[src/rtl/fc_pkg.sv]
// Shared encodings for the FC command sequencer: command codes, FSM states,
// buffer select codes and default widths.
package fc_pkg;

    localparam int FC_SIZE_W = 21;
    localparam int FC_CMD_W  = 3;

    typedef enum logic [2:0] {
        CMD_NOP    = 3'd0,
        CMD_LOAD_F = 3'd1,
        CMD_LOAD_B = 3'd2,
        CMD_LOAD_W = 3'd3,
        CMD_RUN    = 3'd4,
        CMD_CLEAR  = 3'd5
    } cmd_e;

    typedef enum logic [1:0] {
        ST_IDLE = 2'd0,
        ST_LOAD = 2'd1,
        ST_RUN  = 2'd2,
        ST_DONE = 2'd3
    } state_e;

    typedef enum logic [1:0] {
        BUF_FEAT = 2'd0,
        BUF_BIAS = 2'd1,
        BUF_WGT  = 2'd2
    } buf_sel_e;

    function automatic logic is_load_cmd(input logic [2:0] c);
        return (c == CMD_LOAD_F) || (c == CMD_LOAD_B) || (c == CMD_LOAD_W);
    endfunction

endpackage

[src/rtl/fc_beat_counter.sv]
// Beat counter for buffer loads: latches the word count, steps once per
// accepted beat, and flags the final beat and the empty-load case.
module fc_beat_counter #(
    parameter int W = 21
) (
    input  logic         clk_i,
    input  logic         rst_ni,
    input  logic         load_i,
    input  logic         clr_i,
    input  logic         inc_i,
    input  logic [W-1:0] size_i,
    output logic [W-1:0] cnt_o,
    output logic         last_o,
    output logic         zero_o
);

    logic [W-1:0] cnt_q, cnt_d;
    logic [W-1:0] size_q;

    // Hold on the final beat so the counter can never pass size-1 or wrap.
    always_comb begin
        cnt_d = cnt_q;
        if (load_i || clr_i) begin
            cnt_d = '0;
        end else if (inc_i && !last_o) begin
            cnt_d = cnt_q + 1'b1;
        end
    end

    always_ff @(posedge clk_i or negedge rst_ni) begin
        if (!rst_ni) begin
            cnt_q  <= '0;
            size_q <= '0;
        end else begin
            cnt_q <= cnt_d;
            if (load_i) begin
                size_q <= size_i;
            end
        end
    end

    assign cnt_o  = cnt_q;
    assign zero_o = (size_q == '0);
    assign last_o = !zero_o && (cnt_q == size_q - 1'b1);

endmodule

[src/rtl/fc_seq_ctrl.sv]
// FC command sequencer: loads feature/bias/weight buffers from AXIS, starts the
// core and tracks sticky status. Optional tlast checking: FC_SEQ_TLAST_CHECK_EN.
module fc_seq_ctrl
    import fc_pkg::*;
#(
    parameter int SIZE_W = FC_SIZE_W,
    parameter int CMD_W  = FC_CMD_W
) (
    input  logic              CLK,
    input  logic              RESETN,
    input  logic              cmd_valid,
    input  logic [CMD_W-1:0]  command,
    input  logic [SIZE_W-1:0] size,
    input  logic              s_axis_tvalid,
    input  logic              s_axis_tlast,
    output logic              s_axis_tready,
    output logic              buf_we,
    output logic [1:0]        buf_sel,
    output logic [SIZE_W-1:0] buf_addr,
    output logic              core_start,
    input  logic              core_done,
    output logic              F_writedone,
    output logic              B_writedone,
    output logic              W_writedone,
    output logic              FC_DONE,
    output logic              busy,
    output logic              err
);

    state_e     state_q;
    buf_sel_e   sel_q;
    logic       start_q, f_wd_q, b_wd_q, w_wd_q, fc_done_q, err_q;
    logic [2:0] cmd_code;
    logic       is_clear, load_go, accept, cnt_last, cnt_zero;

    assign cmd_code = command[2:0];
    assign is_clear = cmd_valid && (cmd_code == CMD_CLEAR);
    assign busy     = (state_q == ST_LOAD) || (state_q == ST_RUN);
    assign load_go  = cmd_valid && !busy && is_load_cmd(cmd_code);

    assign s_axis_tready = (state_q == ST_LOAD) && !cnt_zero;
    assign accept        = s_axis_tready && s_axis_tvalid;
    assign buf_we        = accept;

    fc_beat_counter #(.W(SIZE_W)) u_cnt (
        .clk_i  (CLK),
        .rst_ni (RESETN),
        .load_i (load_go),
        .clr_i  (is_clear),
        .inc_i  (accept),
        .size_i (size),
        .cnt_o  (buf_addr),
        .last_o (cnt_last),
        .zero_o (cnt_zero)
    );

`ifndef FC_SEQ_TLAST_CHECK_EN
    logic unused_tlast;
    assign unused_tlast = s_axis_tlast;
`endif

    always_ff @(posedge CLK or negedge RESETN) begin
        if (!RESETN) begin
            state_q   <= ST_IDLE;
            sel_q     <= BUF_FEAT;
            start_q   <= 1'b0;
            f_wd_q    <= 1'b0;
            b_wd_q    <= 1'b0;
            w_wd_q    <= 1'b0;
            fc_done_q <= 1'b0;
            err_q     <= 1'b0;
        end else begin
            start_q <= 1'b0;
            if (is_clear) begin
                // CLEAR doubles as the abort path out of LOAD and RUN.
                state_q   <= ST_IDLE;
                f_wd_q    <= 1'b0;
                b_wd_q    <= 1'b0;
                w_wd_q    <= 1'b0;
                fc_done_q <= 1'b0;
                err_q     <= 1'b0;
            end else begin
                if (cmd_valid && busy) begin
                    err_q <= 1'b1;
                end
                unique case (state_q)
                    ST_IDLE, ST_DONE: begin
                        if (cmd_valid) begin
                            case (cmd_code)
                                CMD_LOAD_F: begin
                                    f_wd_q    <= 1'b0;
                                    fc_done_q <= 1'b0;
                                    sel_q     <= BUF_FEAT;
                                    state_q   <= ST_LOAD;
                                end
                                CMD_LOAD_B: begin
                                    b_wd_q    <= 1'b0;
                                    fc_done_q <= 1'b0;
                                    sel_q     <= BUF_BIAS;
                                    state_q   <= ST_LOAD;
                                end
                                CMD_LOAD_W: begin
                                    w_wd_q    <= 1'b0;
                                    fc_done_q <= 1'b0;
                                    sel_q     <= BUF_WGT;
                                    state_q   <= ST_LOAD;
                                end
                                CMD_RUN: begin
                                    if (f_wd_q && b_wd_q && w_wd_q) begin
                                        fc_done_q <= 1'b0;
                                        start_q   <= 1'b1;
                                        state_q   <= ST_RUN;
                                    end else begin
                                        err_q <= 1'b1;
                                    end
                                end
                                default: ;
                            endcase
                        end
                    end
                    ST_LOAD: begin
`ifdef FC_SEQ_TLAST_CHECK_EN
                        if (accept && (s_axis_tlast != cnt_last)) begin
                            err_q <= 1'b1;
                        end
`endif
                        if (cnt_zero || (accept && cnt_last)) begin
                            state_q <= ST_IDLE;
                            case (sel_q)
                                BUF_FEAT: f_wd_q <= 1'b1;
                                BUF_BIAS: b_wd_q <= 1'b1;
                                default:  w_wd_q <= 1'b1;
                            endcase
                        end
                    end
                    ST_RUN: begin
                        // A done coincident with our own start pulse is stale.
                        if (core_done && !start_q) begin
                            fc_done_q <= 1'b1;
                            state_q   <= ST_DONE;
                        end
                    end
                endcase
            end
        end
    end

    assign buf_sel     = sel_q;
    assign core_start  = start_q;
    assign F_writedone = f_wd_q;
    assign B_writedone = b_wd_q;
    assign W_writedone = w_wd_q;
    assign FC_DONE     = fc_done_q;
    assign err         = err_q;

endmodule

[config.mk]
export PLATFORM = sky130hd
export DESIGN_NAME = fc_seq_ctrl
export DESIGN_NICKNAME = d
export VERILOG_FILES = /design/src/rtl/fc_pkg.sv /design/src/rtl/fc_beat_counter.sv /design/src/rtl/fc_seq_ctrl.sv
export SDC_FILE = /design/constraint.sdc
export NUM_CORES = 1
export LEC_CHECK = 0
export ABC_AREA = 1
export CORE_UTILIZATION = 54
export CTS_CLUSTER_SIZE = 12
export DETAILED_ROUTE_END_ITERATION = 6
export PLACE_DENSITY_LB_ADDON = 0.25
export REMOVE_ABC_BUFFERS = 1
export SYNTH_ARGS = -nofsm -noshare
export SYNTH_HDL_FRONTEND = slang
export SYNTH_SLANG_ARGS = --single-unit
[constraint.sdc]
create_clock -name CLK -period 2.6 [get_ports CLK]
set_input_delay 0.39 -clock CLK [delete_from_list [all_inputs] [get_ports CLK]]
set_output_delay 0.39 -clock CLK [all_outputs]
set_load 0.1 [all_outputs]
# After elaboration in Yosys (flattened, before gate mapping)
# Index checks and enable logic that the tools add are counted.
[classes]
mux = 45
shifts = 0
n_div = 0
order_cmp = 0
reduce_logical = 37
add_sub_neg = 2
n_eq_ne = 21
bitwise = 1
n_mul = 0
[op_table]
columns = ["op", "n"]
rows = [
  ["$mux W21", 2],
  ["$mux W1", 30],
  ["$reduce_and A5 Y1", 5],
  ["$add A21 B1 Y21 const B", 1],
  ["$eq A21 B21 Y1", 1],
  ["$logic_not A21 Y1", 1],
  ["$sub A21 B1 Y21 const B", 1],
  ["$ne A3 B2 Y1 const B", 5],
  ["$logic_and A1 B1 Y1", 12],
  ["$ne A3 B1 Y1 const B", 4],
  ["$pmux W2 S3", 2],
  ["$mux W2", 5],
  ["$pmux W1 S2", 5],
  ["$reduce_bool A3 Y1", 3],
  ["$eq A3 B2 Y1 const B", 2],
  ["$eq A3 B3 Y1 const B", 2],
  ["$logic_or A1 B1 Y1", 5],
  ["$eq A2 B1 Y1 const B", 2],
  ["$eq A2 B2 Y1 const B", 2],
  ["$logic_not A1 Y1", 4],
  ["$logic_not A2 Y1", 2],
  ["$ne A4 B2 Y1 const B", 1],
  ["$ne A4 B3 Y1 const B", 1],
  ["$pmux W2 S2", 1],
  ["6 further kinds", 7],
]
[word_totals]
n_memories = 0
latchBits = 0
ram_bits = 0
in_bits = 30
romBits = 0
word_cells = 116
ff_bits = 52
out_inout_bits = 32

# Depth between registers and ports, before layout
# Gate-level depths: netlist of run 1.
[depth]
word_depth = 9
mapped_depth = 18
mapped_depth_nobuf = 17

# Hierarchy
# A second synthesis of run 1 with hierarchy kept.
[hier_totals]
cells_unflattened = 577
hier_area_um2 = 4103.9
[modules_own_cells]
columns = ["module", "instances", "area_each_um2", "cells_per_inst", "seq_area_each_um2"]
rows = [
  ["fc_beat_counter", 1, 3286.9, 457, 1051.0],
  ["fc_seq_ctrl", 1, 817.0, 120, 250.2],
]

# Worst setup path after synthesis of run 1
# Ideal clock, no wire load.
[synth_timing]
kind = "reg-to-reg"
startpoint = "reg u_cnt.cnt_q[1], in the netlist u_cnt.cnt_o[1]"
endpoint = "reg u_cnt.cnt_q[14], in the netlist u_cnt.cnt_o[14]"
path_stages_with_launch = 11
arrival_ns = 2.567
setup_time_ns = 0.095
synth_period_minus_slack_ns = 2.663
slack_ns = -0.063
required_time_ns = 2.505
path_buffers = 0
cell_sequence = "dfrtp_1 ha_1 nand3_1 nor2_1 nand2_1 nor2_1 inv_1 nor3_1 nand3_1 xor2_1 o31ai_1"
[synth_between]
elab_chain_len = 5
elab_cells_between_ends = 8
cone_classes = "add/sub: 1; eq/ne: 1; mux: 2; reduce/logical: 4"
[synth_rtl]
columns = ["item", "line_no", "text"]
rows = [
  ["start, declared", "fc_beat_counter.sv:17", "logic [W-1:0] cnt_q, cnt_d;"],
  ["start signal, assigned", "fc_beat_counter.sv:35", "cnt_q <= cnt_d;"],
  ["parallel branches: the longest is 5 deep, another holds $add A21 B1 Y21", "--", ""],
]
# Parallel ways; which one is timed is not known. The select of a mux whose other input is x is not followed.
# A chain may end at the register's enable or synchronous reset.

# Final worst setup path of run 1
[layout_timing]
startpoint = "reg u_cnt.size_q[0]"
endpoint = "reg u_cnt.cnt_q[5], in the netlist u_cnt.cnt_o[5]"
[layout_between]
elab_chain_len = 6
elab_cells_between_ends = 10
cone_classes = "add/sub: 1; eq/ne: 1; reduce/logical: 8"
[layout_rtl]
columns = ["item", "line_no", "text"]
rows = [
  ["start, declared", "fc_beat_counter.sv:18", "logic [W-1:0] size_q;"],
  ["start signal, assigned", "fc_beat_counter.sv:37", "size_q <= size_i;"],
  ["$sub A21 B1 Y21 / $logic_not A21 Y1 (equally long branches)", "fc_beat_counter.sv:44, fc_beat_counter.sv:43", ""],
  ["$eq A21 B21 Y1 / $logic_not A1 Y1 (equally long branches)", "fc_beat_counter.sv:44, fc_seq_ctrl.sv:41", ""],
  ["$logic_and A1 B1 Y1 (on tied branches)", "fc_beat_counter.sv:44, fc_seq_ctrl.sv:41", ""],
  ["$logic_not A1 Y1 / $logic_and A1 B1 Y1 (equally long branches)", "fc_beat_counter.sv:25, fc_seq_ctrl.sv:42", ""],
  ["$logic_and A1 B1 Y1 *", "fc_beat_counter.sv:25", "end else if (inc_i && !last_o) begin"],
  ["$reduce_bool A2 Y1 (no line) *", "--", ""],
]
# Every way passes the cells marked *; elsewhere a longest branch is shown, timed or not.

==> results of run 1 <==
[metrics by stage]
stage / total power [mW] / worst slack (ns) / utilization / TNS (ns) / hold WS [ns]
5_1_grt: 4.594 / -0.003561 / 0.6906 / -0.003561 / 0.02199
3_5_place_dp: 3.727 / 0.1008 / 0.6681 / 0 / 0.3452
6_report: 4.313 / 0.1544 / 0.6906 / 0 / 0.001522
2_1_floorplan: 3.125 / -0.3634 / - / -3.018 / 0.09441
4_1_cts: 4.279 / 0.09079 / 0.6833 / 0 / 0.007340
3_3_place_gp: 3.664 / 0.1698 / 0.6681 / 0 / 0.3429
[flip-flops by register name, indices dropped and copies added (netlist names)]
signal / flops
W_writedone: 1
state_q: 2
FC_DONE: 1
B_writedone: 1
buf_sel: 2
F_writedone: 1
core_start: 1
u_cnt.size_q: 21
err: 1
u_cnt.cnt_o: 21
[cell families after synthesis]
kind of cell	count (synthesis)
mux	5
fa+ha+maj	5
buf+inv	85
compound gates	61
simple gates	294
flops	52
xor+xnor	24
[final cells by class]
class | instances | area (µm²)
multi-input cells | 389 | 2091
fillers | 541 | 2009
flip-flops and latches | 52 | 1301
repair buffers | 72 | 628.1
inverters | 72 | 270.3
well taps | 77 | 96.34
clock buffers | 5 | 68.82
clock inverters | 1 | 30.03
[power by group]
part	total, mW	switching [mW]	internal [mW]
registers	1.35	0.302	1.05
clock network	0.545	0.268	0.277
logic	2.42	1.68	0.739
total	4.31	2.25	2.06
[what timing repair did]
| action | in CTS | in global routing |
|---|---|---|
| endpoints found under the setup margin | 0 | 15 |
| buffers inserted | 0 | 4 |
| gates resized for setup | 0 | 4 |
[worst paths after layout]
check,start,end,slack [ns],depth (start not counted)
min,RESETN,u_cnt.cnt_o[19],0.002,1
min reg2reg,err,err,0.51,2
max,u_cnt.size_q[0],u_cnt.cnt_o[5],0.15,16
max reg2reg,u_cnt.size_q[0],u_cnt.cnt_o[5],0.15,16
max in group asynchronous,RESETN,u_cnt.size_q[6],1.95,2
min in group CLK,err,err,0.51,2
[critical path, stage by stage, from the launching register on]
cell and delay, ns:
dfrtp_1 0.41, inv_1 0.14, ha_1 0.22, nand2_2 0.12
nor2_4 0.15, clkbuf_2 0.19, nand3b_1 0.09, nand2_1 0.06
inv_1 0.04, nor2_2 0.13, nand2_2 0.09, nor2_4 0.14
nand2_2 0.10, nand2_8 0.13, nand2_4 0.14, nand3_1 0.10
a21oi_1 0.06
[cell usage after synthesis (all sizes together) (10+ instances only)]
cell / n / area share
o21ai: 29 / 0.046
nand3: 38 / 0.052
a21oi: 24 / 0.032
inv: 69 / 0.070
xor2: 14 / 0.033
nand4: 17 / 0.029
xnor2: 10 / 0.024
dfrtp: 52 / 0.35
nor3: 14 / 0.020
nor2: 79 / 0.096
nand2: 127 / 0.13
[metal layers]
metal  global-route usage  share of wire  vias to the layer above
met5                    0              0                        -
met4               0.1017          0.017                        0
met3              0.04280          0.069                       19
met2               0.4736           0.48                      149
met1               0.3748           0.43                     1786
li1                     -              -                     1830
==> results.py, run 1 <==
metrics = {
    "status": {
        "status": "complete, no violations",
    },
    "layout": {
        "final_area_um2": 4486,
        "drive_gt1_frac": 0.1624,
        "mostFrequentLayoutCell": "nand2_1",
        "fin_cells": 668,
        "most-common-layout-cells": "nand2_1, inv_1, nor2_1",
        "nNetsFinal": 627,
        "diodes": 0,
        "area_growth_pct": 20.59,
    },
    "sta": {
        "fmax_mhz": 408.9,
        "skew_ns": 0.01066,
        "maxSlewHeadroom": 0.6931,
        "hold_violations": 0,
        "worst_pin_slew_ns": 0.4561,
        "fin_crit_sh": 0.9406,
        "fin_crit_ns": 2.446,
        "drv_slew": 0,
        "setup_viol": 0,
    },
    "grt": {
        "grt_pass1_wl_um": 16270,
        "overflow": 0,
        "grt_pass1_vias": 3535,
        "grt_max_degree": 42,
        "grtUsageTotal": 0.2834,
        "antenna_found_initial": 0,
    },
    "floorplanning": {
        "rows": 29,
        "pin_count": 62,
        "fp.dieW_um": 85.00,
        "coreArea_um2": 6495,
        "fp.dieH_um": 85.00,
        "start_util": 0.5727,
        "dieArea_um2": 7224,
    },
    "critical_path": {
        "cp-end-kind": "register",
        "crit_fanout": 17,
        "required_ns": 2.80,
        "critPathArrivalTime_ns": 2.64,
        "start_kind": "register",
        "critPathKind": "register to register",
    },
    "placement": {
        "dp.cells": 658,
        "gp_congestion": 0.8988,
        "hpwl_um": 7519,
        "post_dp_cell_area_um2": 4339,
        "port_buffers": 60,
    },
    "synthesis": {
        "synth-seq-area-share": 0.3498,
        "synth-xor-area-share": 0.05651,
        "async_flop_share": 1.000,
        "syn-mean-instance-area_um2": 7.072,
        "synth_mux_area_frac": 0.01514,
        "synthAdderAreaFrac": 0.01682,
        "synth_area_um2": 3720,
        "synth_flop_cell": "dfrtp_1",
        "syn_inst": 526,
        "synth-seq-cells": 52,
        "synth_compound_area_frac": 0.09788,
        "yosys.area_share.simple": 0.3703,
        "synth_cell_types": 41,
        "synth_edf_count": 0,
        "yosysWarnings": 0,
        "synth_top_family_by_area": "simple AND/OR/NAND/NOR gates",
    },
    "route": {
        "drtAntennaViolNets": 0,
        "wl_per_cell_um": 14.94,
        "drtIter0Drc": 229,
        "vias_per_cell": 5.665,
        "wl_um": 9982,
        "vias": 3784,
        "first_pass_iters": 5,
        "drcViolationCount": 0,
    },
    "job": {
        "max_cap_violations": 0,
    },
    "clock_tree": {
        "clk_latency_ns": 0.31,
        "numCtsBuffers": 5,
        "cts_root_buf": "clkbuf_8",
        "cts_tree": "yes",
        "clk_pin_slew_ns": 0.10,
        "numClockSinks": 52,
        "cts_max_level": 2,
        "hold_buffers": 0,
        "clock_path_buffers": 2,
    },
    "power": {
        "p_leak_nw": 2.071,
        "peakVddDrop_v": 0.0008042,
        "power_density_nw_per_um2": 961.4,
    },
    "min_path": {
        "min_path_type": "input pin to async pin",
    },
}
No activity file was read; power rests on OpenSTA's default activity.
==> run 2: changes to the inputs <==
- CORE_UTILIZATION: 54 -> 40
- MAX_ROUTING_LAYER: default -> met4
- PLACE_DENSITY_LB_ADDON: 0.25 -> default
==> run 2 against run 1 <==
- the run now ends with design-rule violations left
- critical path depth fell by 8
- setup slack better by 0.080 ns
- first-iteration DRC count is 42% lower
- sequential power hardly changed
- wire length hardly changed
- clock skew is 0.0016 ns higher
- combinational power is essentially flat
- critical path type is now register to output port
==> results.py, run 2 (synthesis results as in run 1) <==
metrics = {
    "status": {
        "status": "finished with violations",
        "violations": "design-rule violations",
    },
    "route": {
        "drtIter0Drc": 133,
        "vias_per_cell": 5.139,
        "wl_um": 9990,
        "drcViolationCount": 3,
        "vias": 3592,
        "first_pass_iters": 6,
        "drtAntennaViolNets": 0,
        "wl_per_cell_um": 14.29,
    },
    "critical_path": {
        "crit_top_cell": "nand2_1",
        "crit_chain": "inv_1 > ha_1 > nand3_1 > nor3_1 > nand2_1 > nand2_1 > nor2_2 > buf_12",
        "critPathArrivalTime_ns": 1.98,
        "required_ns": 2.21,
        "cp-end-kind": "output port",
        "max_stage_delay_ns": 0.39,
        "reg2reg_depth": 13,
        "r2r_slack_ns": 0.25,
        "start_kind": "register",
        "critPathKind": "register to output port",
        "cp_slowest_cell": "dfrtp_1",
        "crit_fanout": 4,
    },
    "grt": {
        "grtUsageTotal": 0.2204,
        "grt_max_degree": 42,
        "antenna_found_initial": 0,
        "grt_pass1_vias": 3415,
        "grt_pass1_wl_um": 16580,
        "overflow": 0,
    },
    "placement": {
        "port_buffers": 60,
        "hpwl_um": 7671,
        "post_dp_cell_area_um2": 4385,
        "pre_cts_ws_ns": 0.07504,
        "gp_congestion": 0.8993,
    },
    "layout": {
        "nNetsFinal": 625,
        "final_area_um2": 4512,
        "regArea_um2": 1301,
        "most-common-layout-cells": "nand2_1, inv_1, nor2_1",
        "mostFrequentLayoutCell": "nand2_1",
        "fillers": 906,
        "area_growth_pct": 21.29,
        "final_core_util": 0.5099,
        "diodes": 0,
        "multi_input_area_um2": 2100,
        "drive_gt1_frac": 0.1641,
    },
    "floorplanning": {
        "start_util": 0.4204,
        "coreArea_um2": 8848,
        "dieArea_um2": 9689,
        "rows": 34,
        "pin_count": 62,
        "fp.dieH_um": 98.44,
        "fp.dieW_um": 98.44,
    },
    "clock_tree": {
        "cts_tree": "yes",
        "hold_buffers": 0,
        "numCtsBuffers": 5,
        "clock_path_buffers": 2,
        "clk_latency_ns": 0.32,
        "cts_root_buf": "clkbuf_8",
        "numClockSinks": 52,
        "cts_max_level": 2,
        "clk_pin_slew_ns": 0.10,
    },
    "sta": {
        "hold_violations": 0,
        "setup_viol": 0,
        "fin_crit_sh": 0.9097,
        "fmax_mhz": 422.8,
        "setup_ws_ns": 0.2349,
        "hold_slack_ns": 0.04621,
        "rsz0062_at_grt": "false",
        "maxSlewHeadroom": 0.6324,
        "fin_crit_ns": 2.365,
        "worst_pin_slew_ns": 0.5514,
        "skew_ns": 0.01231,
        "drv_slew": 0,
    },
    "power": {
        "power_density_nw_per_um2": 942.5,
        "peakVddDrop_v": 0.0004299,
        "p_leak_nw": 2.048,
    },
    "job": {
        "max_cap_violations": 0,
    },
    "min_path": {
        "min_path_type": "input pin to async pin",
    },
}
==> run 2: cell types whose count changed in the layout (fill, tap and decap cells not counted), sizes merged <==
cell	delta
clkinvlp	+2
bufinv	-1
buf	-2
nor2	+1
==> run 2: path summary, 6_finish.rpt <==
kind                                  from          endpoint
setup / recovery           u_cnt.size_q[0]            buf_we
hold / removal                      RESETN   u_cnt.size_q[5]
setup reg to reg           u_cnt.size_q[0]    u_cnt.cnt_o[5]
hold reg to reg                        err               err
max in group asynchronous           RESETN  u_cnt.size_q[18]
min in group CLK                       err               err
==> run 2: metal layers <==
layer  track usage  up-vias  share of wire
li1              -     1828              -
met1        0.2996     1680           0.48
met2        0.3532       76           0.47
met3       0.03050        8          0.045
met4       0.04363        0         0.0076
met5             -        -              0
==> run 2: layout make-up <==
| cell class | instances | area share |
|---|---|---|
| clock buffers | 6 | 0.01830 |
| clock inverters | 2 | 0.003328 |
| inverters | 72 | 0.05990 |
| repair buffers | 69 | 0.1348 |
| well taps | 108 | 0.02995 |
| flip-flops and latches | 52 | 0.2884 |
| multi-input cells | 390 | 0.4653 |
==> run 2: critical path: cells and delay by family (launching register included) <==
kind | cells | cell delay, ns
flip-flops | 1 | 0.39
AND/OR/NAND/NOR | 5 | 0.72
buffers and inverters | 2 | 0.33
adder cells (fa/ha/maj) | 1 | 0.20
==> run 2: report_power, final <==
group          switching [mW]  internal, mW
combinational            1.66         0.739
sequential              0.301          1.05
clock                   0.292         0.216
total                    2.25          2.00
==> run 2: timing repair <==
| item | CTS | global route |
|---|---|---|
| resized for setup | 0 | 6 |
| setup buffers | 0 | 0 |
| setup endpoints to repair | 0 | 17 |
==> run 2: stage by stage <==
| stage | cells | total power [mW] | setup TNS, ns |
|---|---|---|---|
| floorplan | 513 | 3.125 | -3.018 |
| global placement | 690 | 3.704 | 0 |
| detailed placement | 690 | 3.735 | 0 |
| CTS | 698 | 4.263 | 0 |
| global route | 699 | 4.574 | 0 |
| finish | 699 | 4.253 | 0 |
